## config.mk

```make
export PLATFORM = sky130hd
export DESIGN_NAME = pulse_param_loader
export DESIGN_NICKNAME = d
export VERILOG_FILES = /design/src/rtl/pulse_param_loader.sv
export SDC_FILE = /design/constraint.sdc
export NUM_CORES = 1
export LEC_CHECK = 0
export BUFFER_PORTS_ARGS = -buffer_cell sky130_fd_sc_hd__buf_2
export CAP_MARGIN = 10
export CORE_MARGIN = 5
export CORE_UTILIZATION = 45
export CTS_BUF_LIST = sky130_fd_sc_hd__clkbuf_4 sky130_fd_sc_hd__clkbuf_8 sky130_fd_sc_hd__clkbuf_16
export CTS_CLUSTER_DIAMETER = 100
export CTS_CLUSTER_SIZE = 28
export DETAILED_ROUTE_END_ITERATION = 10
export GPL_ROUTABILITY_DRIVEN = 0
export PLACE_DENSITY = 0.61
export SLEW_MARGIN = 20
export SYNTH_ARGS = -nofsm -noshare
export SYNTH_HDL_FRONTEND = slang
export SYNTH_SLANG_ARGS = --single-unit
```

## constraint.sdc

```tcl
create_clock -name clk -period 3 [get_ports clk]
set_clock_uncertainty 0.05 [all_clocks]
set_input_delay 0.15 -clock clk [delete_from_list [all_inputs] [get_ports clk]]
set_output_delay 0.15 -clock clk [all_outputs]
set_load 0.01 [all_outputs]
```

## src/rtl/pulse_param_loader.sv

```systemverilog
// Pulse-sequencer parameter frame loader: SYNC + 17 payload bytes + checksum.
// Define PARAM_LOADER_ACK_EN to enable the ACK/NAK response byte on tx_*.
module pulse_param_loader #(
    parameter int         TIMEOUT   = 2_000_000,
    parameter logic [7:0] SYNC_BYTE = 8'hAA
) (
    input  logic        clk,
    input  logic        reset,
    input  logic [7:0]  rx_data,
    input  logic        rx_valid,
    output logic [23:0] per,
    output logic [15:0] p1wid,
    output logic [15:0] del,
    output logic [15:0] p2wid,
    output logic [7:0]  nut_w,
    output logic [15:0] nut_d,
    output logic [7:0]  cp,
    output logic [7:0]  p_bl,
    output logic [15:0] p_bl_off,
    output logic        bl,
    output logic        load,
    output logic [7:0]  frame_err,
    output logic [7:0]  tx_data,
    output logic        tx_valid,
    input  logic        tx_ready
);

    localparam int NBYTES = 17;
    localparam int CW     = $clog2(TIMEOUT + 1);
    localparam logic [CW-1:0] TO_LAST = CW'(TIMEOUT - 1);

    // Payload image, byte 0 in the top bits, same order as on the wire.
    localparam logic [NBYTES*8-1:0] DEFAULTS = {
        24'h010000, 16'd30, 16'd200, 16'd30, 8'd50,
        16'd300, 8'd3, 8'd50, 16'd100, 8'd1
    };

    typedef enum logic [1:0] {
        IDLE,
        PAYLOAD,
        CHECK,
        COMMIT
    } state_t;

    state_t                state_q, state_d;
    logic [4:0]            idx_q, idx_d;
    logic [7:0]            sum_q, sum_d;
    logic [CW-1:0]         cnt_q, cnt_d;
    logic [NBYTES*8-1:0]   shadow_q, shadow_d;
    logic [NBYTES*8-1:0]   params_q, params_d;
    logic                  load_q, load_d;
    logic [7:0]            err_q, err_d;

    logic [7:0] sum_next;
    logic       in_frame;
    logic       reject;
    logic       ack_ev;
    logic       nak_ev;

    always_comb begin
        state_d  = state_q;
        idx_d    = idx_q;
        sum_d    = sum_q;
        cnt_d    = cnt_q;
        shadow_d = shadow_q;
        params_d = params_q;
        load_d   = 1'b0;
        err_d    = err_q;
        reject   = 1'b0;
        ack_ev   = 1'b0;
        nak_ev   = 1'b0;
        sum_next = sum_q + rx_data;
        in_frame = (state_q == PAYLOAD) || (state_q == CHECK);

        unique case (state_q)
            IDLE, COMMIT: begin
                state_d = IDLE;
                if (rx_valid && rx_data == SYNC_BYTE) begin
                    state_d = PAYLOAD;
                    idx_d   = 5'd0;
                    sum_d   = 8'd0;
                    cnt_d   = '0;
                end
            end
            PAYLOAD: begin
                if (rx_valid) begin
                    for (int i = 0; i < NBYTES; i++) begin
                        if (idx_q == 5'(i)) begin
                            shadow_d[(NBYTES-1-i)*8 +: 8] = rx_data;
                        end
                    end
                    sum_d = sum_next;
                    cnt_d = '0;
                    if (idx_q == 5'(NBYTES - 1)) begin
                        state_d = CHECK;
                    end else begin
                        idx_d = idx_q + 5'd1;
                    end
                end
            end
            CHECK: begin
                if (rx_valid) begin
                    cnt_d = '0;
                    if (sum_next == 8'd0) begin
                        state_d  = COMMIT;
                        params_d = shadow_q;
                        load_d   = 1'b1;
                        ack_ev   = 1'b1;
                    end else begin
                        state_d = IDLE;
                        reject  = 1'b1;
                        nak_ev  = 1'b1;
                    end
                end
            end
            default: state_d = IDLE;
        endcase

        // Inter-byte watchdog; abandons the partial frame.
        if (in_frame && !rx_valid) begin
            if (cnt_q == TO_LAST) begin
                state_d = IDLE;
                cnt_d   = '0;
                reject  = 1'b1;
                nak_ev  = 1'b1;
            end else begin
                cnt_d = cnt_q + 1'b1;
            end
        end

        if (reject && err_q != 8'hFF) begin
            err_d = err_q + 8'd1;
        end
    end

    always_ff @(posedge clk) begin
        if (reset) begin
            state_q  <= IDLE;
            idx_q    <= 5'd0;
            sum_q    <= 8'd0;
            cnt_q    <= '0;
            shadow_q <= DEFAULTS;
            params_q <= DEFAULTS;
            load_q   <= 1'b0;
            err_q    <= 8'd0;
        end else begin
            state_q  <= state_d;
            idx_q    <= idx_d;
            sum_q    <= sum_d;
            cnt_q    <= cnt_d;
            shadow_q <= shadow_d;
            params_q <= params_d;
            load_q   <= load_d;
            err_q    <= err_d;
        end
    end

    assign {per, p1wid, del, p2wid, nut_w, nut_d, cp, p_bl, p_bl_off} =
        params_q[NBYTES*8-1:8];
    assign bl        = params_q[0];
    assign load      = load_q;
    assign frame_err = err_q;

    logic unused_bl;
    assign unused_bl = |params_q[7:1];

`ifdef PARAM_LOADER_ACK_EN
    logic       tx_valid_q, tx_valid_d;
    logic [7:0] tx_data_q, tx_data_d;

    // Single-entry response slot; a newer verdict replaces an unsent one.
    always_comb begin
        tx_valid_d = tx_valid_q;
        tx_data_d  = tx_data_q;
        if (tx_valid_q && tx_ready) begin
            tx_valid_d = 1'b0;
        end
        if (ack_ev) begin
            tx_valid_d = 1'b1;
            tx_data_d  = 8'h06;
        end else if (nak_ev) begin
            tx_valid_d = 1'b1;
            tx_data_d  = 8'h15;
        end
    end

    always_ff @(posedge clk) begin
        if (reset) begin
            tx_valid_q <= 1'b0;
            tx_data_q  <= 8'h00;
        end else begin
            tx_valid_q <= tx_valid_d;
            tx_data_q  <= tx_data_d;
        end
    end

    assign tx_valid = tx_valid_q;
    assign tx_data  = tx_data_q;
`else
    assign tx_valid = 1'b0;
    assign tx_data  = 8'h00;

    logic unused_ack;
    assign unused_ack = tx_ready ^ ack_ev ^ nak_ev;
`endif

endmodule

```

==> run metrics, run 1 <==
post-synthesis sequential element count 303; post-synthesis simple-gate area fraction 18.6%; syn avg cell area between 9 and 10 um^2; Switch Pwr around 1.5 mW; Iteration-0 DRC Markers 849; Worst Tran Pin Value 0.617 ns; metal3 WL roughly 2100 um; drt drc 0; Comb pwr share 3.7%; top layer used by detailed routing met4; core area roughly 0.028 mm^2; Die ar. ~0.032 mm^2; final setup fails 0; Post-synth ARST share 0%; Max Cap Viol 0; routed length per instance 17.9 um; post-synthesis adder-cell area fraction under 10%; Placed Area 0.0137 mm^2; first-pass GRT wire length about 52000 um; Design Area, Final ~0.014 mm^2; Vias/cell roughly 5.5; Num CTS Buffers 15; Tcrit/Tclk final 94.4%; Die X about 180 um; Area Overhead vs Synth 12.0%; synthesized instance count between 1000 and 1500; total global-route track usage about a fifth; reg-to-reg setup timing slack around 0.17 ns; switching fraction of total power a little under a quarter; Crit Path Category reg -> reg; Post-CTS Hold Buffers 0; antenna cells 0; Netlist cell types approximately 70; Cell Int Power about 5 mW; I/O Pins approximately 160; Root Driver clkbuf_16; final max-slew violation count 0; sequential element share of the synthesized area a little under half; main combinational cell family by area after synthesis simple AND/OR/NAND/NOR gates; Period minus WS final between 2 and 3 ns; Hold Slack between 0.02 and 0.025 ns; global route overflow 0; antenna violations before repair 0; Final #Nets between 1500 and 2000; crit-path max FO 62; Worst-Skew Late Latency approximately 0.52 ns; vias in the first global route ~9600; WP data required around 3.3 ns; number of synthesized flops with an enable pin 0; via count 10227; post-DP HPWL about 20000 um; outcome finished, final reports clean; clock sink count just over 300; Peak VDD IR ~0.38 mV; Leakage Power approximately 5.5 nW; Slew HR between 50% and 60%; Seq pwr share just over 60%; CTS tree done; CP startpoint sum_q[0]$_SDFFE_PP0P_; Post-Synth XOR/XNOR Area less than 1%; setup TNS 0 ns; share of layout cells above drive strength 1 17.2%; Worst Hold Class in -> reg; clock group share of total power 34.9%; Initial Util 45.5%; CTS Buffer Depth 3; die height around 180 um; Synth Cell Area 0.0127 mm^2; most common cell after layout, fill and taps aside dfxtp_1; Routed met1 length ~16000 um; unrepaired setup endpoints after global routing no; YS warnings 0; PortBufs 148; drt total wl 33100 um; CTS clock-pin slew for the worst setup and hold paths approximately 0.11 ns; Most used DFF post-synth dfxtp_1; worst r2r src sum_q[0]$_SDFFE_PP0P_; final hold vios 0; largest net degree at the start of global routing between 90 and 100; Min-Delay Startpoint rx_data[0]; crit path DAT ~3.2 ns; DR pass1 iterations 5; fraction of synthesized area in multiplexers under 10%; Crit. End Element register; ANT nets after route 0; CTS H-tree depth 1; complex-gate fraction of the synthesized area between 15 and 20%; highest clock rate ~350 MHz; CP Launch Type register; pwr dens between 400 and 500 mW/mm^2; highest-count cells in the layout ignoring fill and taps dfxtp_1 (303), buf_2 (147), a21oi_1 (142); row count between 60 and 70; met2 WL post-DR approximately 15000 um
synthesized netlist by cell type, types with 2 or more instances:
master | instances | area [um^2]
a2111oi_1 | 2 | 20.0
a211o_1 | 54 | 473
a211oi_1 | 4 | 30.0
a21oi_1 | 142 | 711
a22oi_1 | 2 | 15.0
a311oi_1 | 8 | 70.1
a31o_2 | 3 | 26.3
a31oi_1 | 5 | 31.3
a41oi_1 | 3 | 26.3
and3_1 | 41 | 257
and4_1 | 2 | 17.5
buf_2 | 26 | 130
buf_4 | 11 | 82.6
buf_6 | 18 | 203
clkbuf_1 | 65 | 244
clkbuf_2 | 8 | 40.0
dfxtp_1 | 303 | 6070
ha_1 | 16 | 200
inv_1 | 10 | 37.5
mux2_2 | 6 | 67.6
mux2i_1 | 93 | 931
nand2_1 | 52 | 195
nand2b_1 | 8 | 50.1
nand3_1 | 124 | 621
nand3b_1 | 4 | 30.0
nand4_1 | 2 | 12.5
nor2_1 | 141 | 529
nor2_2 | 6 | 37.5
nor2b_1 | 35 | 219
nor3_1 | 9 | 45.0
nor3_2 | 2 | 20.0
nor3b_1 | 8 | 60.1
nor4_1 | 3 | 18.8
nor4_4 | 2 | 42.5
o21a_1 | 3 | 22.5
o21ai_0 | 43 | 215
o21ai_1 | 81 | 405
o21ba_2 | 2 | 20.0
o41ai_4 | 2 | 55.1
or2_2 | 2 | 12.5
or3_1 | 3 | 18.8
or4_1 | 2 | 15.0
layer usage:
layer,up-vias,GRT usage [%]
li1,5043,-
met1,4909,29.9
met2,247,31.0
met3,28,3.73
met4,0,3.48
met5,-,0
flip-flops by register name, indices dropped and copies added (netlist names):
name	count
load	1
params_q	129
frame_err	8
state_q	2
idx_q	5
shadow_q	129
sum_q	8
cnt_q	21
cell families (layout without fill, tap and decap cells):
logic type	count (synthesis)	count (layout)
buffers and inverters	140	222
flip-flops	303	303
multiplexers	100	100
adder cells (fa/ha/maj)	17	17
AND/OR/NAND/NOR	459	459
XOR/XNOR	2	2
AO/OA/AOI/OAI	363	363
other	1	9
path summary, 6_finish.rpt:
kind                                                  end  cells past startpoint
worst max-delay path            params_q[30]$_SDFFE_PP0P_                      9
worst min-delay path                sum_q[0]$_SDFFE_PP0P_                      4
worst max register to register  params_q[30]$_SDFFE_PP0P_                      9
worst min register to register  params_q[42]$_SDFFE_PP1P_                      1
worst max-delay path, stage by stage (launching register included):
cell and delay, ns:
dfxtp_1 0.32, ha_1 0.22, fa_2 0.39, a211o_1 0.32, a21oi_2 0.16, o221ai_2 0.19, or4_4 0.52, buf_16 0.23
o21ai_1 0.17, a21oi_1 0.08
power by group through the flow:
stage	clock network [mW]	registers, mW	logic, mW
floorplan	0	4.11	0.158
global placement	0	4.11	0.239
CTS	2.36	4.02	0.240
global route	2.50	4.02	0.260
detailed placement	0	4.11	0.239
finish	2.28	4.02	0.241
final cells by class:
| cell class | instances | area [um^2] |
|---|---|---|
| clock buffers | 15 | 375 |
| clock inverters | 4 | 48.8 |
| fillers | 2691 | 13600 |
| inverters | 10 | 37.5 |
| multi-input cells | 950 | 5890 |
| flip-flops and latches | 303 | 6070 |
| well taps | 378 | 473 |
| repair buffers | 193 | 1280 |
timing repair:
item                       4_1_cts  5_1_grt
gates cloned                     0        1
gates resized for setup          0        6
pin swaps                        1        4
setup buffers                    0        2
setup endpoints to repair        2      127
through the flow:
stage / util (%) / setup slack [ns] / total power, mW / instances
3_3_place_gp: 49.2 / 0.0606 / 4.35 / 1831
4_1_cts: 50.8 / 0.0363 / 6.62 / 1850
6_report: 51.0 / 0.169 / 6.54 / 1853
2_1_floorplan: - / 0.271 / 4.27 / 1393
3_5_place_dp: 49.2 / 0.00357 / 4.35 / 1831
5_1_grt: 51.0 / 0.0246 / 6.78 / 1853
Note: power is estimated with default switching activity, not from simulation.
==> inputs of run 2 (changes only) <==
--- a/config.mk
+++ b/config.mk
@@ -15,6 +15,7 @@
 export DETAILED_ROUTE_END_ITERATION = 10
 export GPL_ROUTABILITY_DRIVEN = 0
 export PLACE_DENSITY = 0.61
+export REMOVE_ABC_BUFFERS = 1
 export SLEW_MARGIN = 20
 export SYNTH_ARGS = -nofsm -noshare
 export SYNTH_HDL_FRONTEND = slang
==> run 2 against run 1 <==
  * Flip-flop and latch count unchanged
  * Combinational power up 3%
  * Largest power group unchanged
  * First-iteration DRC count down 11%
  * Register-to-register slack about the same
  * Sequential share of layout area down 0.29 points
  * Die area unchanged
  * Routed wire length up 0.16%
  * Count of clock-buffer cells in the layout unchanged
  * Global-route usage down 0.10 points
==> run metrics, run 2 (synthesis results as in run 1) <==
outcome finished, final reports clean (unchanged); CTS H-tree depth 1 (unchanged); drt drc 0 (unchanged); CTS tree done (unchanged); Initial Util 45.5% (unchanged); global route overflow 0 (unchanged); Largest regs params_q: 129 flops, shadow_q: 129 flops, cnt_q: 21 flops (unchanged); Vias/cell 5.49 (was 5.52); I/O Pins 159 (unchanged); Cell Count, Final, Fillers Out 1861 (was 1853); post-DP HPWL 20500 um (was 20000 um); Crit Path Category reg -> reg (unchanged); Leakage Power 5.51 nW (was 5.46 nW); highest-count cells in the layout ignoring fill and taps dfxtp_1 (303), buf_2 (147), a21oi_1 (142) (unchanged); PortBufs 148 (unchanged); Root Driver clkbuf_16 (unchanged); most common cell after layout, fill and taps aside dfxtp_1 (unchanged); drt total wl 33200 um (was 33100 um); final core area utilization 51.4% (was 51.0%); Worst-Skew Late Latency 0.50 ns (was 0.52 ns); Slew HR 50.6% (was 58.8%); placed cells 1839 (was 1831); Num CTS Buffers 15 (unchanged); RR Endpoint params_q[125]$_SDFFE_PP0P_ (was params_q[30]$_SDFFE_PP0P_); pwr dens 457 mW/mm^2 (was 462 mW/mm^2); final setup fails 0 (unchanged); routed length per instance 17.8 um (was 17.9 um); Peak VDD IR 0.283 mV (was 0.384 mV); Final #Nets 1511 (was 1502); Worst Tran Pin Value 0.741 ns (was 0.617 ns); vias in the first global route 9612 (was 9569); ANT nets after route 0 (unchanged); share of layout cells above drive strength 1 17.6% (was 17.2%); row count 61 (unchanged); core area 0.0278 mm^2 (unchanged); final hold vios 0 (unchanged); FF-to-FF path depth 10 (was 9); die height 178 um (unchanged); reg-to-reg setup timing slack 0.16 ns (was 0.17 ns); unrepaired setup endpoints after global routing no (unchanged); total global-route track usage 20.1% (was 20.2%); Worst Hold Class in -> reg (unchanged); Final Power 6.52 mW (was 6.54 mW); Period minus WS final 2.84 ns (was 2.83 ns); hold path depth 2 (was 4); crit path DAT 3.17 ns (about the same); worst r2r src sum_q[0]$_SDFFE_PP0P_ (unchanged); Die ar. 0.0316 mm^2 (unchanged); first-pass GRT wire length 52200 um (was 52400 um); Iteration-0 DRC Markers 752 (was 849); CTS Buffer Depth 3 (unchanged); crit-path max FO 30 (was 62); Area Overhead vs Synth 12.8% (was 12.0%); Min-Delay Startpoint reset (was rx_data[0]); highest clock rate 352 MHz (was 353 MHz); antenna cells 0 (unchanged); antenna violations before repair 1 (was 0); CP Launch Type register (unchanged); largest net degree at the start of global routing 102 (was 97); CTS clock-pin slew for the worst setup and hold paths 0.11 ns (about the same); clock sink count 303 (unchanged); end of the worst hold path shadow_q[35]$_SDFFE_PP0P_ (was sum_q[0]$_SDFFE_PP0P_); Crit. End Element register (unchanged); DR pass1 iterations 5 (unchanged); Die X 178 um (unchanged); setup TNS 0 ns (unchanged); Max Cap Viol 0 (unchanged); via count 10218 (was 10227); Tcrit/Tclk final 94.7% (was 94.4%); WP data required 3.33 ns (was 3.34 ns); final max-slew violation count 0 (unchanged)
==> run 2: cell count changes in the layout (fill, tap and decap cells not counted), sizes merged <==
| cell | before | now |
|---|---|---|
| dlygate4sd3 | 0 | 1 |
| clkbuf | 16 | 17 |
| clkinv | 1 | 0 |
| buf | 192 | 199 |
==> run 2: routing by layer <==
metal	wire [um]	vias up	GRT usage (%)
li1	-	5064	-
met1	15600	4897	27.9
met2	15500	219	33.5
met3	1480	36	2.79
met4	557	2	3.93
met5	7	-	0
==> run 2: how the worst max path moves through the flow <==
stage	start	to	slack, ns	depth (start not counted)
finish	sum_q[0]$_SDFFE_PP0P_	params_q[125]$_SDFFE_PP0P_	0.16	10
global route	sum_q[0]$_SDFFE_PP0P_	params_q[135]$_SDFFE_PP0P_	0.005	10
CTS	sum_q[0]$_SDFFE_PP0P_	frame_err[0]$_SDFFE_PP0P_	0.06	10
detailed placement	rx_data[0]	frame_err[0]$_SDFFE_PP0P_	0.05	11
global placement	rx_data[0]	frame_err[0]$_SDFFE_PP0P_	0.09	11
floorplan	sum_q[0]$_SDFFE_PP0P_	state_q[0]$_SDFF_PP0_	-4.48	8
==> run 2: through the flow <==
stage | setup slack [ns] | hold slack, ns | cell area (um^2)
global placement | 0.0909 | 0.386 | 13800
global route | 0.00545 | 0.0504 | 14300
CTS | 0.0582 | 0.0375 | 14200
finish | 0.159 | 0.0279 | 14300
detailed placement | 0.0498 | 0.391 | 13800
floorplan | -4.48 | 0.169 | 12000
==> run 2: report_power, final <==
| group | total (mW) | internal (mW) | switching [mW] |
|---|---|---|---|
| Sequential | 4.02 | 4.02 | 0.0000872 |
| Clock | 2.25 | 0.939 | 1.31 |
| Combinational | 0.249 | 0.0585 | 0.191 |
| Total | 6.52 | 5.02 | 1.50 |
==> run 2: area by class of cell <==
type	count	area, um^2
Sequential cell	303	6070
Fill cell	2763	13500
Timing Repair Buffer	202	1400
Clock inverter	3	36.3
Tap cell	378	473
Multi-Input combinational cell	950	5880
Clock buffer	15	375
Inverter	10	37.5
==> run 2: timing repair <==
action                                  4_1_cts  5_1_grt
endpoints found under the setup margin        0       90
endpoints found under the hold margin         3        0
gates resized for setup                       0        5
buffers inserted                              0        1
hold buffers                                  1        0
==> run 2: critical path, stage by stage, from the launching register on <==
cell and delay, ns:
dfxtp_1 0.33, ha_1 0.22, fa_1 0.43, a211oi_2 0.27, nor2_1 0.12, a211o_1 0.32
buf_4 0.16, or2_4 0.27, buf_4 0.24, o21ai_0 0.21, a21oi_1 0.08
